## src/rtl/cache_types.sv

```systemverilog
// Shared cache-side types and sizing constants.
// Used by the line bridge and its buffer.
package cache_types;
  localparam int S_LINE = 256;
  localparam int S_BURST = 64;
  localparam int S_OFFSET = 5;
  localparam int BEATS_PER_LINE = S_LINE / S_BURST;

  typedef enum logic [1:0] {
    IDLE,
    RD_BURST,
    WR_BURST,
    DONE
  } bridge_state_t;
endpackage

```

## src/rtl/line_shift_buffer.sv

```systemverilog
// Line buffer with whole-line load and beat-indexed
// write and read ports.
module line_shift_buffer #(
  parameter int line_w = 256,
  parameter int beat_w = 64,
  parameter int idx_w = 2
) (
  input  logic              clk,
  input  logic              rst,
  input  logic              load,
  input  logic [line_w-1:0] load_line,
  input  logic              beat_we,
  input  logic [idx_w-1:0]  beat_idx,
  input  logic [beat_w-1:0] beat_in,
  output logic [line_w-1:0] line,
  output logic [beat_w-1:0] beat_out
);
  logic [line_w-1:0] data;

  always_ff @(posedge clk or negedge rst) begin
    if (!rst) begin
      data <= '0;
    end else if (load) begin
      data <= load_line;
    end else if (beat_we) begin
      data[beat_idx*beat_w +: beat_w] <= beat_in;
    end
  end

  assign line = data;
  assign beat_out = data[beat_idx*beat_w +: beat_w];
endmodule

```

## src/rtl/line_burst_bridge.sv

```systemverilog
// Cache line port to 4-beat memory burst bridge.
// One request at a time; single-cycle resp_o on finish.
module line_burst_bridge
  import cache_types::*;
#(
  parameter int s_line = S_LINE,
  parameter int s_burst = S_BURST,
  parameter int s_offset = S_OFFSET
) (
  input  logic               clk,
  input  logic               rst,
  input  logic [s_line-1:0]  line_i,
  output logic [s_line-1:0]  line_o,
  input  logic [31:0]        address_i,
  input  logic               read_i,
  input  logic               write_i,
  output logic               resp_o,
  input  logic [s_burst-1:0] burst_i,
  output logic [s_burst-1:0] burst_o,
  output logic [31:0]        address_o,
  output logic               read_o,
  output logic               write_o,
  input  logic               resp_i
);
  localparam int num_beats = s_line / s_burst;
  localparam int cw = $clog2(num_beats);
  localparam logic [cw-1:0] last_idx = cw'(num_beats - 1);

  bridge_state_t state, state_nx;
  logic [cw-1:0] count, count_nx;
  logic [31-s_offset:0] addr;
  logic load, beat_we, take;
  logic [s_burst-1:0] beat;

  assign take = (state == IDLE) && (write_i || read_i);

  always_ff @(posedge clk or negedge rst) begin
    if (!rst) begin
      state <= IDLE;
      count <= '0;
      addr <= '0;
    end else begin
      state <= state_nx;
      count <= count_nx;
      if (take) addr <= address_i[31:s_offset];
    end
  end

  always_comb begin
    state_nx = state;
    count_nx = count;
    load = 1'b0;
    beat_we = 1'b0;
    unique case (state)
      IDLE: begin
        if (write_i) begin
          load = 1'b1;
          state_nx = WR_BURST;
        end else if (read_i) begin
          state_nx = RD_BURST;
        end
      end
      RD_BURST, WR_BURST: begin
        if (resp_i) begin
          beat_we = (state == RD_BURST);
          if (count == last_idx) begin
            count_nx = '0;
            state_nx = DONE;
          end else begin
            count_nx = count + 1'b1;
          end
        end
      end
      DONE: state_nx = IDLE;
      default: state_nx = IDLE;
    endcase
  end

  line_shift_buffer #(
    .line_w(s_line),
    .beat_w(s_burst),
    .idx_w(cw)
  ) u_buf (
    .clk(clk),
    .rst(rst),
    .load(load),
    .load_line(line_i),
    .beat_we(beat_we),
    .beat_idx(count),
    .beat_in(burst_i),
    .line(line_o),
    .beat_out(beat)
  );

  assign read_o = (state == RD_BURST);
  assign write_o = (state == WR_BURST);
  assign resp_o = (state == DONE);
  assign address_o = {addr, {s_offset{1'b0}}};
  assign burst_o = write_o ? beat : '0;
endmodule
```

## config.mk

```make
export PLATFORM = sky130hd
export DESIGN_NAME = line_burst_bridge
export DESIGN_NICKNAME = d
export VERILOG_FILES = /design/src/rtl/cache_types.sv /design/src/rtl/line_shift_buffer.sv /design/src/rtl/line_burst_bridge.sv
export SDC_FILE = /design/constraint.sdc
export NUM_CORES = 1
export LEC_CHECK = 0
export CORE_AREA = 3 3 278 280
export DETAILED_ROUTE_END_ITERATION = 12
export DIE_AREA = 0 0 281 283
export PLACE_DENSITY = 0.43
export SLEW_MARGIN = 10
export SYNTH_ARGS = -nofsm -noshare
export SYNTH_HDL_FRONTEND = slang
export SYNTH_SLANG_ARGS = --single-unit
```

## constraint.sdc

```tcl
create_clock -name clk -period 5.9 [get_ports clk]
set_input_delay 1.475 -clock clk [delete_from_list [all_inputs] [get_ports clk]]
set_output_delay 1.475 -clock clk [all_outputs]
set_load 0.1 [all_outputs]
```

==> results.py, run 1 <==
metrics = {
    "run_status": {
        "status": "completed",
    },
    "cts": {
        "insertion_delay_ns": 0.56,
        "clk_path_buf_depth": 3,
        "cts_buffers": 38,
        "htreeDepth": 2,
        "path_clk_slew_ns": 0.06,
        "cts_tree": "built",
        "clock-root-buffer": "clkbuf_16",
        "clock_sinks": 287,
        "post_cts_buffers": 0,
        "post_cts_resized": 0,
        "cts_hold_buf": 0,
    },
    "timing": {
        "finalHoldViolCount": 0,
        "tns_ns": 0,
        "holdWs_ns": 0.500,
        "final_max_slew_viol_count": 0,
        "setup_violations": 0,
        "timing.final.crit_share_pct": 84.4,
        "relSlewSlack_pct": 21.5,
        "finalClockSkew_ns": 0.0252,
        "period_needed_ns": 4.98,
        "worst_pin_slew_ns": 1.17,
        "clock.fmax_mhz": 201,
        "rsz0062_at_grt": "false",
    },
    "critical_path": {
        "cp-start-kind": "register",
        "reg2reg_slack_ns": 2.30,
        "rr_startpoint": "count[0]$_DFFE_PN0P_",
        "worstReg2RegEnd": "u_buf.line[221]$_DFFE_PN0P_",
        "critPathMaxFanout": 22,
        "required_ns": 4.43,
        "cp_num_buf_inv": 2,
        "endpoint_kind": "output pin",
        "path_cells": "buf_4 -> mux4_2 -> and2_1 -> clkdlybuf4s50_1",
        "cpLargestDelayFamily": "buffers and inverters",
        "worst_ep_arrival_time_ns": 3.50,
        "critical-path-slowest-cell": "clkdlybuf4s50_1",
        "r2r_cells": 6,
        "criticalPathCategory": "reg -> out",
        "max_stage_delay_ns": 0.96,
    },
    "placed_design": {
        "port_buffers": 701,
        "placedInstanceArea_um2": 22300,
        "routabilityCongestion": 0.822,
        "dp_hpwl_um": 53600,
    },
    "layout": {
        "n_fill_cell": 7583,
        "post-route-util_pct": 31.5,
        "area_delta_synth_final_pct": 63.9,
        "final_area_um2": 23500,
        "nNetsFinal": 2201,
        "drive_above_1_share_pct": 11.0,
    },
    "synthesis": {
        "synth_area_per_cell_um2": 12.0,
        "synthCells": 1194,
        "synth_common_cells": "287 x dfrtp_1, 129 x and3_1, 128 x a221o_1, 128 x a22oi_1, 103 x o21ai_0",
        "ys_ff_latch": 287,
        "synth_warnings": 0,
        "synthFlopType": "dfrtp_1",
        "yosys.area.top_type": "dfrtp_1",
        "netlist.area_leader.share_pct": 50.0,
        "synth_seq_area_share_pct": 50.0,
        "synth_edf_count": 0,
        "synth_most_common_cell": "dfrtp_1",
        "synth_area_leaders": "dfrtp_1 50%, mux4_2 10%, a221o_1 8.9%",
        "async_flop_share_pct": 100,
        "yosys.cell_types.count": 32,
        "synthesis.area_um2": 14400,
    },
    "route": {
        "drc": 0,
        "vias": 14000,
        "wl_um": 80200,
        "first_pass_iters": 5,
        "drt_iter0_markers": 997,
        "wl_per_cell_um": 28.2,
        "vias_per_cell": 4.94,
        "ant_nets": 0,
    },
    "min_path": {
        "hp-start": "addr[12]$_DFFE_PN0P_",
        "whs_path_depth": 1,
        "min_path_type": "reg -> reg",
        "min_to": "addr[12]$_DFFE_PN0P_",
    },
    "floorplan": {
        "num_rows": 100,
        "io_pins": 712,
        "die-area_um2": 79500,
        "coreArea_um2": 74700,
        "die_h_um": 283,
        "initial_core_util_pct": 19.2,
        "dieWidth_um": 281,
    },
    "global_routing": {
        "grt_max_degree": 121,
        "grt_pass1_vias": 15000,
        "globalRouteOverflowTotal": 0,
        "antenna_found_initial": 18,
        "grt_pass1_wl_um": 114000,
        "grt_util_all_layers_pct": 19.5,
    },
    "run": {
        "maxCapViolations": 0,
    },
}
kinds of logic (layout without fill, tap and decap cells):
group | count (synthesis) | in the layout | share of synthesized area, %
buffers and inverters | 139 | 802 | 5.34
AOI/OAI and AO/OA | 394 | 394 | 20.7
adders and majority gates | 9 | 9 | 0.784
muxes | 93 | 93 | 12.3
and+or+nand+nor | 271 | 271 | 10.8
DFF | 287 | 287 | 50.0
other | 1 | 20 | 0.0261
sequential cells by signal, summed over array words and instances, names as in the netlist:
name and flops:
addr 27, u_buf.line 256, state 2, count 2
per-stage QoR:
step	setup WS [ns]	cells
finish	0.920	2845
global route	0.739	2842
CTS	0.793	2830
detailed placement	1.43	2764
global placement	1.43	2764
floorplan	1.87	1198
how the worst max path moves through the flow:
stage                              start          end  slack (ns)  cells after the start
CTS                 count[0]$_DFFE_PN0P_  burst_o[32]        0.79                      4
floorplan           state[0]$_DFFE_PN0P_  burst_o[10]        1.87                      5
finish              count[0]$_DFFE_PN0P_  burst_o[32]        0.92                      4
global placement    count[0]$_DFFE_PN0P_  burst_o[32]        1.43                      4
global route        state[0]$_DFFE_PN0P_  burst_o[63]        0.74                      5
detailed placement  count[0]$_DFFE_PN0P_  burst_o[32]        1.43                      4
area by class of cell:
type,instances,area (um^2),area share [%]
diodes,15,37.5,0.159
multi-input cells,772,6520,27.7
clock buffers,58,1140,4.83
inverters,6,22.5,0.0956
clock inverters,8,115,0.489
flip-flops and latches,287,7190,30.5
repair buffers,730,7320,31.1
well taps,969,1210,5.15
per-layer routing:
metal | track usage [%] | share of wire [%]
met1 | 23.8 | 40
met2 | 33.5 | 50
met3 | 4.86 | 7.3
met4 | 6.49 | 2.9
met5 | 0 | 0.027
worst reg2reg max path: stages (launching register included):
cell and delay [ns]:
dfrtp_4 0.79, buf_12 0.32, inv_2 0.10, ha_1 0.38
or4_2 1.13, buf_4 0.52, o21ai_0 0.28
cell usage in the layout, fill, tap and decap left out, types with 7 or more instances in the layout:
cell type and count:
dfrtp_1 285, clkdlybuf4s50_1 691, mux2_2 29, a221o_1 128, buf_12 8, o21ai_1 25, nand2_1 65, and3_1 129
clkbuf_8 9, ha_1 7, mux4_2 64, and2_1 64, diode_2 15, o21ai_0 103, clkbuf_1 10, buf_4 30
a22oi_1 128, clkbuf_16 39
Power of run 1 is left out: the tool's default activity adds up to more than one toggle a clock period on the data nets, which glitch-free logic cannot reach.
==> run 2, diff against run 1 <==
--- a/config.mk
+++ b/config.mk
@@ -5,10 +5,10 @@
 export SDC_FILE = /design/constraint.sdc
 export NUM_CORES = 1
 export LEC_CHECK = 0
-export CORE_AREA = 3 3 278 280
+export CORE_AREA = 3 3 277 279
 export DETAILED_ROUTE_END_ITERATION = 12
-export DIE_AREA = 0 0 281 283
-export PLACE_DENSITY = 0.43
+export DIE_AREA = 0 0 280 282
+export PLACE_DENSITY = 0.45
 export SLEW_MARGIN = 10
 export SYNTH_ARGS = -nofsm -noshare
 export SYNTH_HDL_FRONTEND = slang
==> constraint.sdc (replaced) <==
create_clock -name clk -period 4.55 [get_ports clk]
set_input_delay 1.1375 -clock clk [delete_from_list [all_inputs] [get_ports clk]]
set_output_delay 1.1375 -clock clk [all_outputs]
set_load 0.1 [all_outputs]
==> run 2 against run 1 <==
Net effect: clock skew decreased by 0.015 ns; wire length shrank 1.0%; sequential share of layout area hardly changed; count of clock-buffer cells in the layout increased by 4; first-iteration DRC count increased by 0.20%; critical path type unchanged; largest cell class unchanged.
==> results.py, run 2 (synthesis results as in run 1) <==
metrics = {
    "min_path": {
        "whs_path_depth": 1,
        "hp-start": "addr[22]$_DFFE_PN0P_",
        "min_to": "addr[22]$_DFFE_PN0P_",
        "min_path_type": "reg -> reg",
    },
    "layout": {
        "area_delta_synth_final_pct": 63.8,
        "n_fill_cell": 7519,
        "mostFrequentLayoutCells": "633 x clkdlybuf4s50_1, 285 x dfrtp_1, 129 x and3_1, 128 x a22oi_1, 128 x a221o_1",
        "largest_reg_flops": 256,
        "final_cells": 2851,
        "nNetsFinal": 2213,
        "drive_above_1_share_pct": 14.7,
        "final_common_cell": "clkdlybuf4s50_1",
    },
    "timing": {
        "relSlewSlack_pct": 25.5,
        "worst_slack_ns": 0.565,
        "finalClockSkew_ns": 0.00997,
        "clock.fmax_mhz": 251,
        "finalHoldViolCount": 0,
        "timing.final.crit_share_pct": 87.6,
        "tns_ns": 0,
        "period_needed_ns": 3.99,
        "final_max_slew_viol_count": 0,
        "setup_violations": 0,
        "holdWs_ns": 0.504,
        "rsz0062_at_grt": "false",
        "worst_pin_slew_ns": 1.11,
    },
    "global_routing": {
        "antenna_found_initial": 9,
        "globalRouteOverflowTotal": 0,
        "grt_util_all_layers_pct": 19.2,
        "grt_pass1_wl_um": 112000,
        "grt_pass1_vias": 15100,
        "grt_max_degree": 113,
    },
    "critical_path": {
        "path_common_cell": "buf_4",
        "criticalPathCategory": "reg -> out",
        "cp-start-kind": "register",
        "path_depth": 4,
        "endpoint_kind": "output pin",
        "critPathMaxFanout": 29,
        "worstReg2RegEnd": "u_buf.line[62]$_DFFE_PN0P_",
        "worst_ep_arrival_time_ns": 2.85,
        "rr_startpoint": "count[0]$_DFFE_PN0P_",
        "max_stage_delay_ns": 0.93,
        "r2r_cells": 7,
        "cp_num_buf_inv": 2,
        "path_cells": "buf_4 -> mux4_2 -> and2_1 -> buf_4",
        "reg2reg_slack_ns": 1.30,
        "cpLargestDelayFamily": "flip-flops",
        "critical-path-slowest-cell": "dfrtp_4",
        "required_ns": 3.41,
    },
    "route": {
        "first_pass_iters": 5,
        "highest_layer": "met4",
        "drt_iter0_markers": 999,
        "vias": 14200,
        "drc": 0,
        "wl_met3_um": 5570,
        "vias_per_cell": 4.97,
        "wl_um": 79400,
        "met1_length_um": 31900,
        "wl_per_cell_um": 27.9,
        "wl_met2_um": 39900,
        "ant_nets": 0,
    },
    "cts": {
        "insertion_delay_ns": 0.54,
        "clock_sinks": 287,
        "clk_path_buf_depth": 3,
        "path_clk_slew_ns": 0.06,
        "clock-root-buffer": "clkbuf_16",
        "cts_tree": "built",
        "post_cts_buffers": 0,
        "post_cts_resized": 0,
        "cts_hold_buf": 0,
        "htreeDepth": 2,
        "cts_buffers": 40,
    },
    "floorplan": {
        "coreArea_um2": 74400,
        "dieWidth_um": 280,
        "initial_core_util_pct": 19.3,
        "die-area_um2": 79000,
        "die_h_um": 282,
        "io_pins": 712,
        "num_rows": 100,
    },
    "placed_design": {
        "placed_cells": 2774,
        "place_ws_ns": 1.05,
        "dp_hpwl_um": 54400,
        "routabilityCongestion": 0.820,
        "port_buffers": 701,
    },
    "run_status": {
        "status": "completed",
    },
    "run": {
        "maxCapViolations": 0,
    },
}
==> run 2: worst max-delay path by stage <==
stage	from	endpoint	slack [ns]
CTS	count[0]$_DFFE_PN0P_	burst_o[53]	0.42
detailed placement	count[0]$_DFFE_PN0P_	burst_o[53]	1.05
floorplan	state[0]$_DFFE_PN0P_	burst_o[10]	0.86
global route	count[0]$_DFFE_PN0P_	burst_o[57]	0.37
global placement	count[0]$_DFFE_PN0P_	burst_o[53]	1.03
finish	count[0]$_DFFE_PN0P_	burst_o[53]	0.56
==> run 2: routing by layer <==
metal,vias to the layer above,track usage [%]
li1,5981,-
met2,688,33.2
met4,0,6.18
met5,-,0
met1,7379,23.9
met3,114,4.34
==> run 2: cell type report <==
| class | instances | area (um^2) | area share, % |
|---|---|---|---|
| repair buffers | 740 | 7300 | 31.0 |
| flip-flops and latches | 287 | 7190 | 30.5 |
| multi-input cells | 772 | 6520 | 27.7 |
| clock buffers | 62 | 1210 | 5.16 |
| well taps | 969 | 1210 | 5.15 |
| clock inverters | 8 | 71.3 | 0.303 |
| inverters | 6 | 22.5 | 0.0957 |
| diodes | 7 | 17.5 | 0.0744 |
==> run 2: stage by stage <==
step | area (um^2) | utilization [%]
after CTS | 23500 | 31.6
after global placement | 22200 | 29.9
after floorplan | 14400 | -
after global routing | 23500 | 31.6
final | 23500 | 31.6
after detailed placement | 22200 | 29.9
Power of run 2 is left out for the same reason.
==> run 3, diff against run 2 <==
--- a/config.mk
+++ b/config.mk
@@ -5,10 +5,11 @@
 export SDC_FILE = /design/constraint.sdc
 export NUM_CORES = 1
 export LEC_CHECK = 0
-export CORE_AREA = 3 3 277 279
+export ABC_AREA = 1
+export CORE_AREA = 3 3 276 278
 export DETAILED_ROUTE_END_ITERATION = 12
-export DIE_AREA = 0 0 280 282
-export PLACE_DENSITY = 0.45
+export DIE_AREA = 0 0 279 281
+export PLACE_DENSITY = 0.52
 export SLEW_MARGIN = 10
 export SYNTH_ARGS = -nofsm -noshare
 export SYNTH_HDL_FRONTEND = slang
==> run 3 against run 2 <==
Net effect: core utilization up 6.9 points; area after synthesis up 31%; setup slack better by 0.11 ns.
==> results.py, run 3 <==
metrics = {
    "critical_path": {
        "path_cells": "inv_6 -> buf_4 -> nand2_1 -> nand2_1 -> nand2_1 -> a21oi_1 -> buf_12",
        "required_ns": 3.41,
        "criticalPathCategory": "reg -> out",
        "worst_ep_arrival_time_ns": 2.74,
        "max_stage_delay_ns": 0.66,
        "critPathMaxFanout": 26,
        "critical-path-slowest-cell": "dfrtp_4",
        "cp-start-kind": "register",
        "cpLargestDelayFamily": "buffers and inverters",
        "endpoint_kind": "output pin",
        "cp_num_buf_inv": 3,
        "path_common_cell": "nand2_1",
    },
    "synthesis": {
        "netlist.area_leader.share_pct": 38.1,
        "async_flop_share_pct": 100,
        "synthesis.area_um2": 18800,
        "ys_ff_latch": 287,
        "synth_area_per_cell_um2": 5.98,
        "yosys.area.top_type": "dfrtp_1",
        "synth_warnings": 0,
        "synthFlopType": "dfrtp_1",
        "synth_most_common_cell": "nand2_1",
        "synthCells": 3152,
        "synth_common_cells": "1488 x nand2_1, 461 x inv_1, 399 x nand3_1",
        "synth_area_leaders": "dfrtp_1 38%, nand2_1 30%, nand3_1 11%",
        "synth_seq_area_share_pct": 38.1,
        "yosys.cell_types.count": 20,
        "synth_edf_count": 0,
    },
    "layout": {
        "multi_input_area_um2": 9100,
        "final_common_cell": "nand2_1",
        "mostFrequentLayoutCells": "1484 x nand2_1, 630 x clkdlybuf4s50_1, 460 x inv_1, 395 x nand3_1, 285 x dfrtp_1",
        "nNetsFinal": 4115,
        "drive_above_1_share_pct": 5.58,
        "largest_reg_flops": 256,
        "regArea_um2": 7190,
        "area_delta_synth_final_pct": 51.8,
        "n_fill_cell": 8118,
    },
    "run_status": {
        "status": "completed",
    },
    "floorplan": {
        "dieWidth_um": 279,
        "num_rows": 100,
        "io_pins": 712,
        "die-area_um2": 78400,
        "initial_core_util_pct": 25.4,
        "coreArea_um2": 74200,
        "die_h_um": 281,
    },
    "timing": {
        "period_needed_ns": 3.87,
        "rsz0062_at_grt": "false",
        "tns_ns": 0,
        "setup_violations": 0,
        "timing.final.crit_share_pct": 85.2,
        "final_max_slew_viol_count": 0,
        "finalHoldViolCount": 0,
        "relSlewSlack_pct": 20.6,
        "clock.fmax_mhz": 258,
        "worst_pin_slew_ns": 1.19,
        "finalClockSkew_ns": 0.0120,
    },
    "route": {
        "ant_nets": 0,
        "vias_per_cell": 4.61,
        "first_pass_iters": 7,
        "drc": 0,
        "vias": 22000,
        "wl_um": 101000,
        "wl_per_cell_um": 21.2,
        "drt_iter0_markers": 1586,
    },
    "cts": {
        "clock-root-buffer": "clkbuf_16",
        "post_cts_buffers": 0,
        "cts_buffers": 39,
        "path_clk_slew_ns": 0.06,
        "htreeDepth": 2,
        "clk_path_buf_depth": 3,
        "cts_hold_buf": 0,
        "clock_sinks": 287,
        "post_cts_resized": 0,
        "cts_tree": "built",
        "insertion_delay_ns": 0.55,
    },
    "global_routing": {
        "grt_pass1_wl_um": 145000,
        "grt_max_degree": 140,
        "grt_util_all_layers_pct": 25.0,
        "globalRouteOverflowTotal": 0,
        "grt_pass1_vias": 21500,
        "antenna_found_initial": 25,
    },
    "placed_design": {
        "dp_hpwl_um": 68300,
        "routabilityCongestion": 0.839,
        "port_buffers": 701,
    },
    "min_path": {
        "min_path_type": "reg -> reg",
    },
    "run": {
        "maxCapViolations": 0,
    },
}
==> run 3: routing by layer <==
layer  vias to the layer above  part of all wire [%]  GRT usage (%)
met1                     10200                    41           31.1
met2                       929                    47           41.3
li1                      10600                     -              -
met3                       181                   8.8           6.98
met4                        16                   3.4           9.08
met5                         -                 0.098              0
==> run 3: path summary, 6_finish.rpt <==
check	startpoint	to	slack, ns	cells past startpoint
worst min-delay path	addr[4]$_DFFE_PN0P_	addr[4]$_DFFE_PN0P_	0.48	2
worst min register to register	addr[4]$_DFFE_PN0P_	addr[4]$_DFFE_PN0P_	0.48	2
worst max-delay path	count[0]$_DFFE_PN0P_	burst_o[56]	0.68	7
max in group asynchronous	rst	addr[19]$_DFFE_PN0P_	3.08	2
worst max register to register	count[1]$_DFFE_PN0P_	u_buf.line[95]$_DFFE_PN0P_	1.47	8
min in group asynchronous	rst	u_buf.line[155]$_DFFE_PN0P_	0.57	1
==> run 3: stage by stage <==
stage                     cell area, um^2  std cells  setup WS (ns)  utilization (%)  hold slack (ns)
after floorplan                     18900       3156          0.222                -            0.502
after global placement              27200       4677           1.05             36.6            0.466
after detailed placement            27200       4677           1.04             36.6            0.473
after CTS                           28600       4747          0.599             38.5            0.488
after global routing                28600       4758          0.532             38.5            0.499
final                               28600       4764          0.676             38.5            0.482
==> run 3: layout make-up <==
type                            count  share of cell area, %
Clock inverter                     10                  0.626
Inverter                          467                   6.19
Multi-Input combinational cell   2201                   31.8
Timing Repair Buffer              753                   27.5
Tap cell                          969                   4.24
Antenna cell                       17                  0.149
Clock buffer                       60                   4.29
Sequential cell                   287                   25.1
==> run 3: cell families (layout without fill, tap and decap cells) <==
family	after synthesis	count (layout)	synth area share, %
adders and majority gates	9	9	0.598
DFF	287	287	38.1
other	1	22	0.0199
buffers and inverters	668	1290	14.3
AOI/OAI and AO/OA	96	96	2.55
and+or+nand+nor	2091	2091	44.5
==> run 3: worst register-to-register path, cell delays in order (launching register included) <==
cell	delay, ns
dfrtp_4	0.50
inv_4	0.36
buf_12	0.31
ha_1	0.29
inv_1	0.13
nand2_4	0.86
nor2_1	0.29
nand3_1	0.16
nand3_1	0.07
Power of run 3 is left out for the same reason.
